[config.mk]
export PLATFORM = sky130hd
export DESIGN_NAME = aes_pt_unpacker
export DESIGN_NICKNAME = d
export VERILOG_FILES = /design/src/rtl/aes_stream_pkg.sv /design/src/rtl/aes_blk_fifo.sv /design/src/rtl/aes_pt_unpacker.sv
export SDC_FILE = /design/constraint.sdc
export NUM_CORES = 1
export LEC_CHECK = 0
export BUFFER_PORTS_ARGS = -buffer_cell sky130_fd_sc_hd__buf_2
export CAP_MARGIN = 20
export CORE_AREA = 2 2 133 264
export DETAILED_ROUTE_END_ITERATION = 16
export DIE_AREA = 0 0 135 266
export PLACE_DENSITY = 0.46
export SLEW_MARGIN = 20
export SYNTH_ARGS = -nofsm -noshare
export SYNTH_HDL_FRONTEND = slang
export SYNTH_SLANG_ARGS = --single-unit
[constraint.sdc]
create_clock -name clk -period 23.5 [get_ports clk]
set_clock_uncertainty 0.2 [all_clocks]
set_input_delay 1.175 -clock clk [delete_from_list [all_inputs] [get_ports clk]]
set_output_delay 1.175 -clock clk [all_outputs]
set_load 0.01 [all_outputs]
[src/rtl/aes_stream_pkg.sv]
// Shared word/block types for the AES plaintext stream path.
// Block words are numbered from the MSB end: word 0 is blk[0:31].
package aes_stream_pkg;

    localparam int unsigned WORD_W        = 32;
    localparam int unsigned WORDS_PER_BLK = 4;
    localparam int unsigned BLK_W         = WORD_W * WORDS_PER_BLK;

    typedef logic [0:BLK_W-1]  aes_blk_t;
    typedef logic [0:WORD_W-1] aes_word_t;

    function automatic aes_word_t blk_word(input aes_blk_t blk, input logic [1:0] idx);
        aes_word_t w_word;
        w_word = '0;
        case (idx)
            2'd0:    w_word = blk[0:31];
            2'd1:    w_word = blk[32:63];
            2'd2:    w_word = blk[64:95];
            default: w_word = blk[96:127];
        endcase
        return w_word;
    endfunction

endpackage

[src/rtl/aes_blk_fifo.sv]
// DEPTH-entry FIFO of 128-bit blocks; fullness/emptiness is tracked by the level counter.
// Writes must already be qualified by the caller (no internal overflow protection).
module aes_blk_fifo
    import aes_stream_pkg::*;
#(
    parameter int unsigned DEPTH = 2
) (
    input  logic                       clk,
    input  logic                       rst,
    input  logic                       wr_en,
    input  aes_blk_t                   wr_data,
    input  logic                       rd_pop,
    output aes_blk_t                   rd_data,
    output logic [$clog2(DEPTH+1)-1:0] level
);

    localparam int unsigned PTR_W = $clog2(DEPTH);
    localparam int unsigned LVL_W = $clog2(DEPTH + 1);

    aes_blk_t             r_mem [DEPTH];
    logic [PTR_W-1:0]     r_wr_ptr;
    logic [PTR_W-1:0]     r_rd_ptr;
    logic [LVL_W-1:0]     r_level;
    logic [LVL_W-1:0]     w_level_d;

    // Storage carries no reset; validity is defined solely by r_level.
    always_ff @(posedge clk) begin
        if (wr_en) begin
            r_mem[r_wr_ptr] <= wr_data;
        end
    end

    always_comb begin
        w_level_d = r_level;
        if (wr_en && !rd_pop) begin
            w_level_d = r_level + LVL_W'(1);
        end else if (rd_pop && !wr_en) begin
            w_level_d = r_level - LVL_W'(1);
        end
    end

    always_ff @(posedge clk or posedge rst) begin
        if (rst) begin
            r_wr_ptr <= '0;
            r_rd_ptr <= '0;
            r_level  <= '0;
        end else begin
            if (wr_en) begin
                r_wr_ptr <= r_wr_ptr + PTR_W'(1);
            end
            if (rd_pop) begin
                r_rd_ptr <= r_rd_ptr + PTR_W'(1);
            end
            r_level <= w_level_d;
        end
    end

    assign rd_data = r_mem[r_rd_ptr];
    assign level   = r_level;

endmodule

[src/rtl/aes_pt_unpacker.sv]
// Buffers decrypted 128-bit blocks and streams them out as four 32-bit words, MS word first.
// Define AES_PT_LAST_EN to add the dout_last block-boundary output.
module aes_pt_unpacker
    import aes_stream_pkg::*;
#(
    parameter int unsigned DEPTH = 2
) (
    input  logic                       clk,
    input  logic                       rst,
    input  logic [0:127]               pt,
    input  logic                       pt_vld,
    output logic [0:31]                dout,
    output logic                       dout_vld,
    input  logic                       dout_rdy,
    output logic [$clog2(DEPTH+1)-1:0] ob_level,
    output logic                       ob_room,
    output logic                       ob_ovf
`ifdef AES_PT_LAST_EN
    ,
    output logic                       dout_last
`endif
);

    localparam int unsigned LVL_W = $clog2(DEPTH + 1);

    logic [LVL_W-1:0] w_level;
    aes_blk_t         w_head;
    logic             w_vld;
    logic             w_xfer;
    logic             w_pop;
    logic             w_room;
    logic             w_wr_en;
    logic [1:0]       r_idx;
    logic             r_ovf;

    assign w_vld   = (w_level != '0);
    assign w_xfer  = w_vld & dout_rdy;
    assign w_pop   = w_xfer & (r_idx == 2'd3);
    assign w_room  = (w_level < LVL_W'(DEPTH));
    // A full FIFO still accepts when the head leaves on the same edge.
    assign w_wr_en = pt_vld & (w_room | w_pop);

    aes_blk_fifo #(
        .DEPTH (DEPTH)
    ) u_fifo (
        .clk     (clk),
        .rst     (rst),
        .wr_en   (w_wr_en),
        .wr_data (pt),
        .rd_pop  (w_pop),
        .rd_data (w_head),
        .level   (w_level)
    );

    always_ff @(posedge clk or posedge rst) begin
        if (rst) begin
            r_idx <= 2'd0;
            r_ovf <= 1'b0;
        end else begin
            if (w_xfer) begin
                r_idx <= r_idx + 2'd1;
            end
            if (pt_vld && !w_wr_en) begin
                r_ovf <= 1'b1;
            end
        end
    end

    assign dout     = w_vld ? blk_word(w_head, r_idx) : '0;
    assign dout_vld = w_vld;
    assign ob_level = w_level;
    assign ob_room  = w_room;
    assign ob_ovf   = r_ovf;

`ifdef AES_PT_LAST_EN
    assign dout_last = w_vld & (r_idx == 2'd3);
`endif

endmodule

; Word-level counts from Yosys, hierarchy flattened
; Memories as Yosys holds them, arrays and structs flattened.
; Cells that the tools add are included.
[op_classes]
n_addsub = 5
magnitude_cmp = 1
n_eq_ne = 3
muxes = 6
bitwise = 4
reduce_logical = 8
[ops]
columns = cell, count
row1 = $pmux 32 s3, 1
row2 = $mux 32, 1
row3 = $add 2x1->2 const B, 2
row4 = $eq 2x2->1 const B, 2
row5 = $mux 2, 2
row6 = $reduce_bool 2->1, 2
row7 = $and 1x1->1, 3
row8 = $logic_and 1x1->1, 3
row9 = $add 1x1->1 const B, 2
row10 = $eq 2x1->1 const B, 1
row11 = $logic_not 1->1, 2
row12 = $logic_not 2->1, 1
row13 = $lt 2x2->1 const B, 1
row14 = $mux 1, 2
row15 = $sub 2x1->2 const B, 1
row16 = $or 1x1->1, 1
[totals]
regBits = 7
ramBits = 256
in_bits = 132
elab_cells = 33
memories = 1
[mem_list]
columns = memory, depth, width, rd, rd_ports_with_merged_regs, write_ports, line_no
row1 = u_fifo.r_mem, 2, 128, 1, 0, 1, aes_blk_fifo.sv:20  ; aes_blk_t r_mem [DEPTH];

; Logic depth before layout (Yosys ltp)
; Gate-level depths: netlist of the first run.
[logic_depth]
word_depth = 9
depth_mapped = 7
mapped_depth_nobuf = 7

; By module
; From an unflattened synthesis of the first run, not the netlist that was laid out.
[unflattened]
cells_unflattened = 581
hier_area_um2 = 10850.4
[by_module_without_submodules]
columns = mod, instances, cells_each, area_per_inst_um2, seq_area_each_um2
row1 = aes_blk_fifo, 1, 413, 9460.3, 7787.5
row2 = aes_pt_unpacker, 1, 168, 1390.1, 75.1

; Least setup slack after synthesis of the first run
; No wires, ideal clock.
[synth_path]
path_kind = input -> register
startpoint = input port dout_rdy
endpoint = memory u_fifo.r_mem[0][0] in the netlist's numbering (enable)
setup_ns = 0.632
arrival_ns = 7.257
slack_ns = 15.411
stages = 3
cell_sequence = nand2_1 a21boi_0 nor2b_1
[synth_between]
elab_chain_len = 6
[synth_rtl]
columns = item, line_no
row1 = from (decl), aes_pt_unpacker.sv:14  ; input logic dout_rdy,
row2 = $and 1x1->1, aes_pt_unpacker.sv:37  ; assign w_xfer = w_vld & dout_rdy;
row3 = $and 1x1->1, aes_pt_unpacker.sv:38  ; assign w_pop = w_xfer & (r_idx == 2'd3);
row4 = $or 1x1->1, aes_pt_unpacker.sv:41  ; assign w_wr_en = pt_vld & (w_room | w_pop);
row5 = $and 1x1->1, aes_pt_unpacker.sv:41
row6 = $mux 1, aes_blk_fifo.sv:28  ; if (wr_en) begin
row7 = $mux 1 (implied by the code), aes_blk_fifo.sv:29  ; r_mem[r_wr_ptr] <= wr_data;
row8 = to (decl), aes_blk_fifo.sv:20
; No other way between the ends.

; Worst setup path in the final report of the first run
[layout_path]
startpoint = register r_idx[0]
endpoint = output port dout[17] in the netlist's numbering
[layout_between]
elab_chain_len = 3
word_cells_on_any_way = 5
[layout_rtl]
columns = item, line_no
row1 = from (decl), aes_pt_unpacker.sv:33  ; logic [1:0] r_idx;
row2 = from (signal assigned), aes_pt_unpacker.sv:61  ; r_idx <= r_idx + 2'd1;
row3 = $eq 2x2->1 (tied with other cells), aes_stream_pkg.sv:15  ; case (idx)
row4 = $pmux 32 s3 *, aes_stream_pkg.sv:15
row5 = $mux 32 *, aes_pt_unpacker.sv:69  ; assign dout = w_vld ? blk_word(w_head, r_idx) : '0;
row6 = to (decl), aes_pt_unpacker.sv:12  ; output logic [0:31] dout,
; Every way passes the cells marked *; elsewhere a longest branch is shown, timed or not.

==> metrics.md, run 1 <==
| Metric | Value |
|---|---|
| Max incr delay on CP | 0.64 ns |
| Sequential cell area fraction in the yosys report | 0.7865 |
| Setup Total Neg Slack | 0 ns |
| Average vias per placed instance | 4.767 |
| Number of DRC violations after detailed routing | 0 |
| Post-CTS sizing | 0 |
| Antenna diode instance count | 0 |
| Initial standard-cell utilization of the core | 0.2931 |
| Total number of vias | 5,773 |
| Share of power burned in registers | 0.418 |
| Slowest cell on crit path | sky130_fd_sc_hd__ha_2 |
| Share of final-layout standard cells stronger than drive strength 1 | 0.2922 |
| Worst reg2reg setup slack | 19.88 ns |
| Chip Width | 135 µm |
| Setup bufs post-CTS | 0 |
| Status | completed |
| Final Cell Area | 12,030 µm² |
| Commonest non-fill, non-tap cells in the layout | sky130_fd_sc_hd__edfxtp_1, sky130_fd_sc_hd__buf_2, sky130_fd_sc_hd__nand2_1, sky130_fd_sc_hd__a22oi_1, sky130_fd_sc_hd__nand3_1 |
| Post-Place Setup Slack | 19.20 ns |
| DP Cell Count | 1,166 |
| Sink count of the clock tree | 263 |
| TritonCTS clock tree | yes |
| Final max-slew violation count | 0 |
| # Max-Cap Violations | 0 |
| Crit path time final | 4.575 ns |
| Power per Cell Area | 131.6 nW/µm² |
| Share of total power in combinational logic | 0.338 |
| Clk network pwr share | 0.244 |
| Data required, critical path | 22.13 ns |
| FILL cells | 3,374 |
| ANT nets after route | 0 |
| Worst Slack Setup Final | 18.92 ns |
| First-pass GRT wire length | 38,830 µm |
| Number of top-level pins | 169 |
| Drt total wl | 26,670 µm |
| Critical setup path kind | flop to primary output |
| Post-CTS Hold Fix Bufs | 0 |
| Final clock period utilization by the worst path | 0.1947 |
| Drt wl/cell | 22.02 µm |
| Power, Total | 0.001584 W |
| Crit path max fanout | 36 |
| Post-synthesis instance area | 9997 µm² |
| Combined area of the multi-input logic cells | 1917 µm² |
| Hold path endpoint | ob_ovf |
| Max clock buf depth | 3 |
| R2R Path Start | r_idx[0] |
| Final setup violation count | 0 |
| Top area cells in the synthesized netlist | sky130_fd_sc_hd__edfxtp_1, sky130_fd_sc_hd__a22oi_1, sky130_fd_sc_hd__mux2i_1, sky130_fd_sc_hd__a32oi_1, sky130_fd_sc_hd__nand2_1 |
| Post-synthesis net count | 725 |
| Final weighted congestion in routability-driven placement | 0.7449 |
| Sequential standard cell area | 7864 µm² |
| Critical hold path startpoint | ob_ovf |
| Net switching power | 0.0005535 W |
| Most common cell after layout, fill and taps aside | sky130_fd_sc_hd__edfxtp_1 |
| Number of cell rows | 96 |
| First-pass detailed-route iteration total | 4 |
| Internal power component | 0.001030 W |
| Type of element launching the critical path | flop |
| Synthesized flop and latch total | 263 |
| Worst-skew pair later-pin latency | 0.52 ns |
| Library cell used as clock root buffer | sky130_fd_sc_hd__clkbuf_16 |
| Total of buffers placed on input and output ports | 168 |
| Pin count of the biggest net entering global routing | 66 |
| Clock slew at reported path FFs | 0.06 ns |
| Switching part of the total | 0.3495 |
| Area enclosed by the die boundary | 35,910 µm² |
| Number of distinct library cells after synthesis | 25 |
| Final Non-Filler Cells | 1,211 |
| Data arrival time of the worst path | 3.20 ns |
| Largest delay share family, worst path | buffers and inverters |
| Synth top area share | 0.7690 |
| Reg2Reg Capture Point | u_fifo.r_mem[0][26] |
| Die Ht | 266 µm |
| Worst Path Buf+Inv | 3 |
| Max-slew headroom at the worst pin | 0.3619 |
| Static Leak | 4.263 nW |
| Total congestion overflow | 0 |
| Max Freq | 0.2186 GHz |
| Initial antenna violation count | 3 |
| Largest voltage drop on the vdd net | 0.08263 mV |
| Logic depth of the worst register-to-register path | 6 |
| Instance area after placement | 11,260 µm² |
| Hold Fails Final Rpt | 0 |
| Type of the most critical hold path | flop to flop |
| Worst slew pin tran | 0.9572 ns |
| Starting DRC count in detailed routing | 270 |
| Number of standard cells after synthesis | 587 |
| Layout-stage area growth over the synthesis result | 20.35% |
| Post-layout net count | 890 |
| Crit path cell chain | inv_1 > ha_2 > buf_4 > a22oi_1 > a32oi_1 > and3_1 > buf_2 |
| Half-perimeter wire length after detailed placement | 17,420 µm |
| Cell depth of the worst min-delay path | 1 |
| H-tree depth | 1 |
| RSZ-0062 raised after global routing | no |
| Most area-hungry cell type in the Yosys netlist | sky130_fd_sc_hd__edfxtp_1 |
| Floorplan Core Area | 34,110 µm² |
| Capturing element type of the critical path | primary output |
| Global-route usage over all layers | 0.1480 |
| Vias in the first global route | 6,291 |
| Post-synthesis average cell area | 17.03 µm² |
| Number of warnings issued by yosys | 0 |
| Cts bufs inserted | 25 |
## power by group through the flow
stage                     sequential (W)  clock [W]  combinational (W)
after detailed placement        0.000673          0           0.000549
final                           0.000662   0.000387           0.000535
after floorplan                 0.000673          0           0.000349
after CTS                       0.000664   0.000400           0.000551
after global placement          0.000671          0           0.000550
after global routing            0.000671   0.000414           0.000588
## per-stage QoR
step / hold WS (ns) / util
detailed placement: 0.2789 / 0.3302
global route: 0.3052 / 0.3527
CTS: 0.2936 / 0.3527
floorplan: 0.2555 / -
global placement: 0.2546 / 0.3302
finish: 0.2857 / 0.3527
## kinds of logic after synthesis
logic type / after synthesis / share of synthesized area
AO/OA/AOI/OAI: 98 / 0.07772
buffers and inverters: 44 / 0.02503
multiplexers: 33 / 0.03317
AND/OR/NAND/NOR: 137 / 0.06483
XOR/XNOR: 6 / 0.005257
adder cells (fa/ha/maj): 6 / 0.007509
flip-flops: 263 / 0.7865
## synthesized netlist by cell type, drive strengths merged
cell type,instances
nand2,66
and3,32
inv,4
a22oi,64
or2,1
buf,29
nor2b,2
xor2,2
edfxtp,256
clkbuf,11
dfrtp,7
a32oi,32
xnor2,4
nand3,33
a21boi,1
nor2,2
ha,6
a31o,1
and2,1
mux2,1
mux2i,32
## worst reg2reg max path, stage by stage (launching register included)
cell	delay [ns]
sky130_fd_sc_hd__dfrtp_1	0.45
sky130_fd_sc_hd__ha_1	0.22
sky130_fd_sc_hd__nand2_1	0.07
sky130_fd_sc_hd__a21boi_0	0.46
sky130_fd_sc_hd__nor2b_4	0.24
sky130_fd_sc_hd__buf_4	0.66
sky130_fd_sc_hd__buf_4	0.87
## layer usage
| layer | global-route usage | wire length [µm] | part of all wire |
|---|---|---|---|
| met4 | 0.05236 | 819 | 0.031 |
| met5 | 0 | 0 | 0 |
| met2 | 0.2940 | 15420 | 0.58 |
| met1 | 0.1544 | 9431 | 0.35 |
| met3 | 0.02017 | 999 | 0.037 |
## final cells by class
type	instances	area share
inverters	4	0.001248
clock buffers	32	0.05584
flip-flops and latches	263	0.6536
repair buffers	178	0.07612
multi-input cells	280	0.1593
clock inverters	13	0.008008
well taps	441	0.04586
## worst max path at each step
stage | start | endpoint | slack (ns) | cells after the start
after floorplan | dout_rdy | u_fifo.r_mem[0][0] | 15.41 | 3
after CTS | u_fifo.r_rd_ptr | dout[7] | 18.86 | 6
final | r_idx[0] | dout[17] | 18.92 | 7
after global placement | dout_rdy | u_fifo.r_mem[0][13] | 19.24 | 6
after detailed placement | dout_rdy | u_fifo.r_mem[0][114] | 19.20 | 6
after global routing | u_fifo.r_rd_ptr | dout[0] | 18.76 | 6
## flip-flops by register name, indices dropped and copies added, names as in the netlist
name             cells
u_fifo.r_mem       256
r_idx                2
u_fifo.level         2
ob_ovf               1
u_fifo.r_rd_ptr      1
u_fifo.r_wr_ptr      1
(Power assumes the default switching activity.)
==> inputs of run 2 (changes only) <==
--- a/config.mk
+++ b/config.mk
@@ -5,11 +5,12 @@
 export SDC_FILE = /design/constraint.sdc
 export NUM_CORES = 1
 export LEC_CHECK = 0
+export ABC_AREA = 1
 export BUFFER_PORTS_ARGS = -buffer_cell sky130_fd_sc_hd__buf_2
 export CAP_MARGIN = 20
-export CORE_AREA = 2 2 133 264
+export CORE_AREA = 2 2 139 276
 export DETAILED_ROUTE_END_ITERATION = 16
-export DIE_AREA = 0 0 135 266
+export DIE_AREA = 0 0 141 278
 export PLACE_DENSITY = 0.46
 export SLEW_MARGIN = 20
 export SYNTH_ARGS = -nofsm -noshare
==> constraint.sdc (replaced) <==
create_clock -name clk -period 4.3 [get_ports clk]
set_clock_uncertainty 0.2 [all_clocks]
set_input_delay 0.215 -clock clk [delete_from_list [all_inputs] [get_ports clk]]
set_output_delay 0.215 -clock clk [all_outputs]
set_load 0.01 [all_outputs]
==> run 2 against run 1 <==
Net effect: total power rose to 6.0 times the previous value; core utilization rose by 3.2 points; synthesized cell count rose by 57%; sequential power rose to 5.3 times the previous value; global-route usage fell by 0.34 points; first-iteration DRC count did not move; clock power rose to 5.6 times the previous value; critical endpoint is now dout[27]; critical path type unchanged; combinational power rose to 7.1 times the previous value.
==> metrics.md, run 2 <==
| Metric | Value |
|---|---|
| Status | completed |
| Power per Cell Area | 663.0 nW/µm² (+400%) |
| RSZ-0062 raised after global routing | no |
| Slowest cell on crit path | sky130_fd_sc_hd__ha_2 |
| Cts bufs inserted | 25 (unchanged) |
| Synth top area share | 0.6990 (-0.06999) |
| Share of total power in combinational logic | 0.399 (+0.061) |
| Total congestion overflow | 0 (unchanged) |
| Total of buffers placed on input and output ports | 168 (unchanged) |
| Average vias per placed instance | 4.327 (-9.2%) |
| Proportion of register bits with asynchronous set or reset after synthesis | 0.02662 (unchanged) |
| # Max-Cap Violations | 0 (unchanged) |
| Largest voltage drop on the vdd net | 0.4586 mV (+460%) |
| Switching part of the total | 0.3861 (+0.03658) |
| Register bank with the most flops | u_fifo.r_mem |
| Final setup violation count | 0 (unchanged) |
| Portion of netlist area occupied by mux cells | 0 (-0.03317) |
| Worst slew pin tran | 1.057 ns (+0.09986 ns) |
| Initial standard-cell utilization of the core | 0.2960 (+0.002899) |
| H-tree depth | 1 (unchanged) |
| Clock slew at reported path FFs | 0.06 ns (about the same) |
| Library cell used as clock root buffer | sky130_fd_sc_hd__clkbuf_16 |
| Pin count of the biggest net entering global routing | 65 (-1.5%) |
| Data required, critical path | 3.88 ns (-18.25 ns) |
| Max incr delay on CP | 0.73 ns (+0.09 ns) |
| First-pass detailed-route iteration total | 4 (unchanged) |
| Post-CTS Hold Fix Bufs | 133 (+133) |
| Global-route usage over all layers | 0.1446 (-0.003434) |
| Number of DRC violations after detailed routing | 0 (unchanged) |
| Internal power component | 0.005817 W (+460%) |
| Setup Total Neg Slack | 0 ns (unchanged) |
| Post-CTS sizing | 0 (unchanged) |
| Max clock buf depth | 3 (unchanged) |
| Most frequent cell after synthesis | sky130_fd_sc_hd__nand2_1 |
| Layout-stage area growth over the synthesis result | 29.94% |
| Type of element launching the critical path | flop |
| Instance area after placement | 12,170 µm² (+8.0%) |
| Setup bufs post-CTS | 0 (unchanged) |
| First-pass GRT wire length | 42,860 µm (+10%) |
| Post-synthesis net count | 1,059 (+46%) |
| Worst hold slack | 0.1901 ns (-0.09555 ns) |
| Dominant combinational cell family by area after synthesis | simple AND/OR/NAND/NOR gates |
| Drt wl/cell | 16.83 µm (-24%) |
| Starting DRC count in detailed routing | 270 (unchanged) |
| Total number of vias | 7,326 (+27%) |
| Predominant post-synthesis flop cell | sky130_fd_sc_hd__edfxtp_1 |
| Half-perimeter wire length after detailed placement | 18,290 µm (+5.0%) |
| Number of distinct library cells after synthesis | 21 (-16%) |
| Type of the most critical hold path | input port to flop |
| Leading post-synthesis cells by instance count | sky130_fd_sc_hd__nand2_1, sky130_fd_sc_hd__edfxtp_1, sky130_fd_sc_hd__inv_1, sky130_fd_sc_hd__a21oi_1, sky130_fd_sc_hd__a21oi_2 |
| Post-layout net count | 1,353 (+52%) |
| Static Leak | 5.770 nW (+35%) |
| Die Ht | 278 µm (+4.5%) |
| Crit path max fanout | 36 (unchanged) |
| Number of enable flip-flop cells after synthesis | 256 (unchanged) |
| Data arrival time of the worst path | 2.89 ns (-0.31 ns) |
| Critical setup path kind | flop to primary output |
| Number of cell rows | 100 (+4.2%) |
| Initial antenna violation count | 1 (-2) |
| Share of final-layout standard cells stronger than drive strength 1 | 0.2287 (-0.06350) |
| Final clock period utilization by the worst path | 0.7693 |
| Max-slew headroom at the worst pin | 0.2943 (-0.06760) |
| Number of standard cells after synthesis | 921 (+57%) |
| Most common cell after layout, fill and taps aside | sky130_fd_sc_hd__nand2_1 |
| Share of power burned in registers | 0.374 (-0.044) |
| Sequential cell area fraction in the yosys report | 0.7149 (-0.07158) |
| Commonest non-fill, non-tap cells in the layout | sky130_fd_sc_hd__nand2_1, sky130_fd_sc_hd__edfxtp_1, sky130_fd_sc_hd__buf_2, sky130_fd_sc_hd__dlygate4sd3_1, sky130_fd_sc_hd__inv_1 |
| Complex-gate fraction of the synthesized area | 0.06052 (-0.01720) |
| Clk network pwr share | 0.227 (-0.017) |
| DP Cell Count | 1,514 (+30%) |
| Max FFs per register | 256 (unchanged) |
| Xor-xnor portion of the synthesized cell area | 0.003185 (-0.002071) |
| Worst-skew pair later-pin latency | 0.53 ns (about the same) |
| Number of warnings issued by yosys | 0 (unchanged) |
| Final Non-Filler Cells | 1,693 (+40%) |
| ANT nets after route | 0 (unchanged) |
| Max Freq | 0.3023 GHz |
| Area enclosed by the die boundary | 39,200 µm² (+9.2%) |
| Final Cell Area | 14,290 µm² (+19%) |
| Crit path cell chain | inv_1 > ha_2 > buf_4 > nand2_1 > nand2_1 > inv_1 > nand2_1 > nand2_1 > a21oi_2 > buf_2 |
| Most area-hungry cell type in the Yosys netlist | sky130_fd_sc_hd__edfxtp_1 |
| Synthesized flop and latch total | 263 (unchanged) |
| Power, Total | 0.009475 W (+500%) |
| Drt total wl | 28,490 µm (+6.8%) |
| Post-synthesis simple-gate area fraction | 0.1540 (+0.08921) |
| Post-synthesis instance area | 11,000 µm² (+10%) |
| Chip Width | 141 µm (+4.4%) |
| Floorplan Core Area | 37,160 µm² (+8.9%) |
| Final weighted congestion in routability-driven placement | 0.7584 (+1.8%) |
| TritonCTS clock tree | yes |
| Vias in the first global route | 7,529 (+20%) |
| Sink count of the clock tree | 263 (unchanged) |
| Top area cells in the synthesized netlist | sky130_fd_sc_hd__edfxtp_1, sky130_fd_sc_hd__nand2_1, sky130_fd_sc_hd__a21oi_2, sky130_fd_sc_hd__inv_1, sky130_fd_sc_hd__a21oi_1 |
| Final max-slew violation count | 0 (unchanged) |
| Net switching power | 0.003659 W (+560%) |
| Capturing element type of the critical path | primary output |
| Number of top-level pins | 169 (unchanged) |
| Crit path time final | 3.308 ns |
| Post-synthesis average cell area | 11.94 µm² (-30%) |
| Post-synthesis share of cell area spent on full adders, half adders and majority gates | 0.006826 (-0.0006834) |
| Hold Fails Final Rpt | 0 (unchanged) |
| Cell type with the highest occurrence count on the critical path | sky130_fd_sc_hd__nand2_1 |
-- run 2: cell count changes in the layout (fill, tap and decap cells not counted), moves of 46 or more --
cell	delta
sky130_fd_sc_hd__dlygate4sd3_1	+133
sky130_fd_sc_hd__nand2_1	+315
sky130_fd_sc_hd__inv_1	+68
sky130_fd_sc_hd__a22oi_1	-64
sky130_fd_sc_hd__a21oi_1	+51
sky130_fd_sc_hd__a21oi_2	+46
-- run 2: layout make-up --
type | count | area [µm²]
Clock inverter | 16 | 147.6
Fill cell | 3597 | 22870
Tap cell | 459 | 574.3
Timing Repair Buffer | 312 | 2267
Clock buffer | 29 | 640.6
Sequential cell | 263 | 7864
Antenna cell | 1 | 2.502
Inverter | 75 | 287.8
Multi-Input combinational cell | 538 | 2507
-- run 2: cell families (layout without fill, tap and decap cells) --
group	after synthesis	count (layout)
flip-flops	263	263
buffers and inverters	120	432
XOR/XNOR	4	4
AO/OA/AOI/OAI	98	98
AND/OR/NAND/NOR	430	430
other	0	1
adder cells (fa/ha/maj)	6	6
-- run 2: worst paths after layout --
| check | from | to | slack, ns | cells past startpoint |
|---|---|---|---|---|
| min in group asynchronous | rst | u_fifo.level[0] | 0.53 | 4 |
| worst min-delay path | pt[37] | u_fifo.r_mem[0][90] | 0.19 | 2 |
| worst min register to register | u_fifo.r_wr_ptr | u_fifo.r_wr_ptr | 0.27 | 2 |
| worst max-delay path | r_idx[0] | dout[27] | 0.99 | 10 |
| max in group asynchronous | rst | u_fifo.r_rd_ptr | 3.11 | 4 |
| worst max register to register | u_fifo.level[1] | u_fifo.r_mem[0][12] | 1.53 | 7 |
-- run 2: power by group through the flow --
stage | clock network (W) | logic, W | registers, W
2_1_floorplan | 0 | 0.00261 | 0.00362
3_3_place_gp | 0 | 0.00379 | 0.00359
3_5_place_dp | 0 | 0.00381 | 0.00360
4_1_cts | 0.00223 | 0.00391 | 0.00355
5_1_grt | 0.00232 | 0.00424 | 0.00358
6_report | 0.00215 | 0.00378 | 0.00354
-- run 2: worst max-delay path: cells and delay by family, from the launching register on --
family	cells	cell delay, ns
flip-flops	1	0.44
AND/OR/NAND/NOR	4	0.29
adder cells (fa/ha/maj)	1	0.73
AO/OA/AOI/OAI	1	0.17
buffers and inverters	4	0.74
-- run 2: metrics by stage --
step | utilization | worst slack (ns)
6_report | 0.3846 | 0.9921
3_5_place_dp | 0.3275 | 1.431
2_1_floorplan | - | 0.2018
3_3_place_gp | 0.3275 | 1.483
5_1_grt | 0.3846 | 0.6928
4_1_cts | 0.3845 | 0.8185
-- run 2: per-layer routing --
metal	wire, µm	vias up	GRT usage
met5	0	-	0
met4	760	0	0.05103
met3	897	34	0.01789
met2	15730	143	0.2792
met1	11100	3492	0.1601
li1	-	3657	-
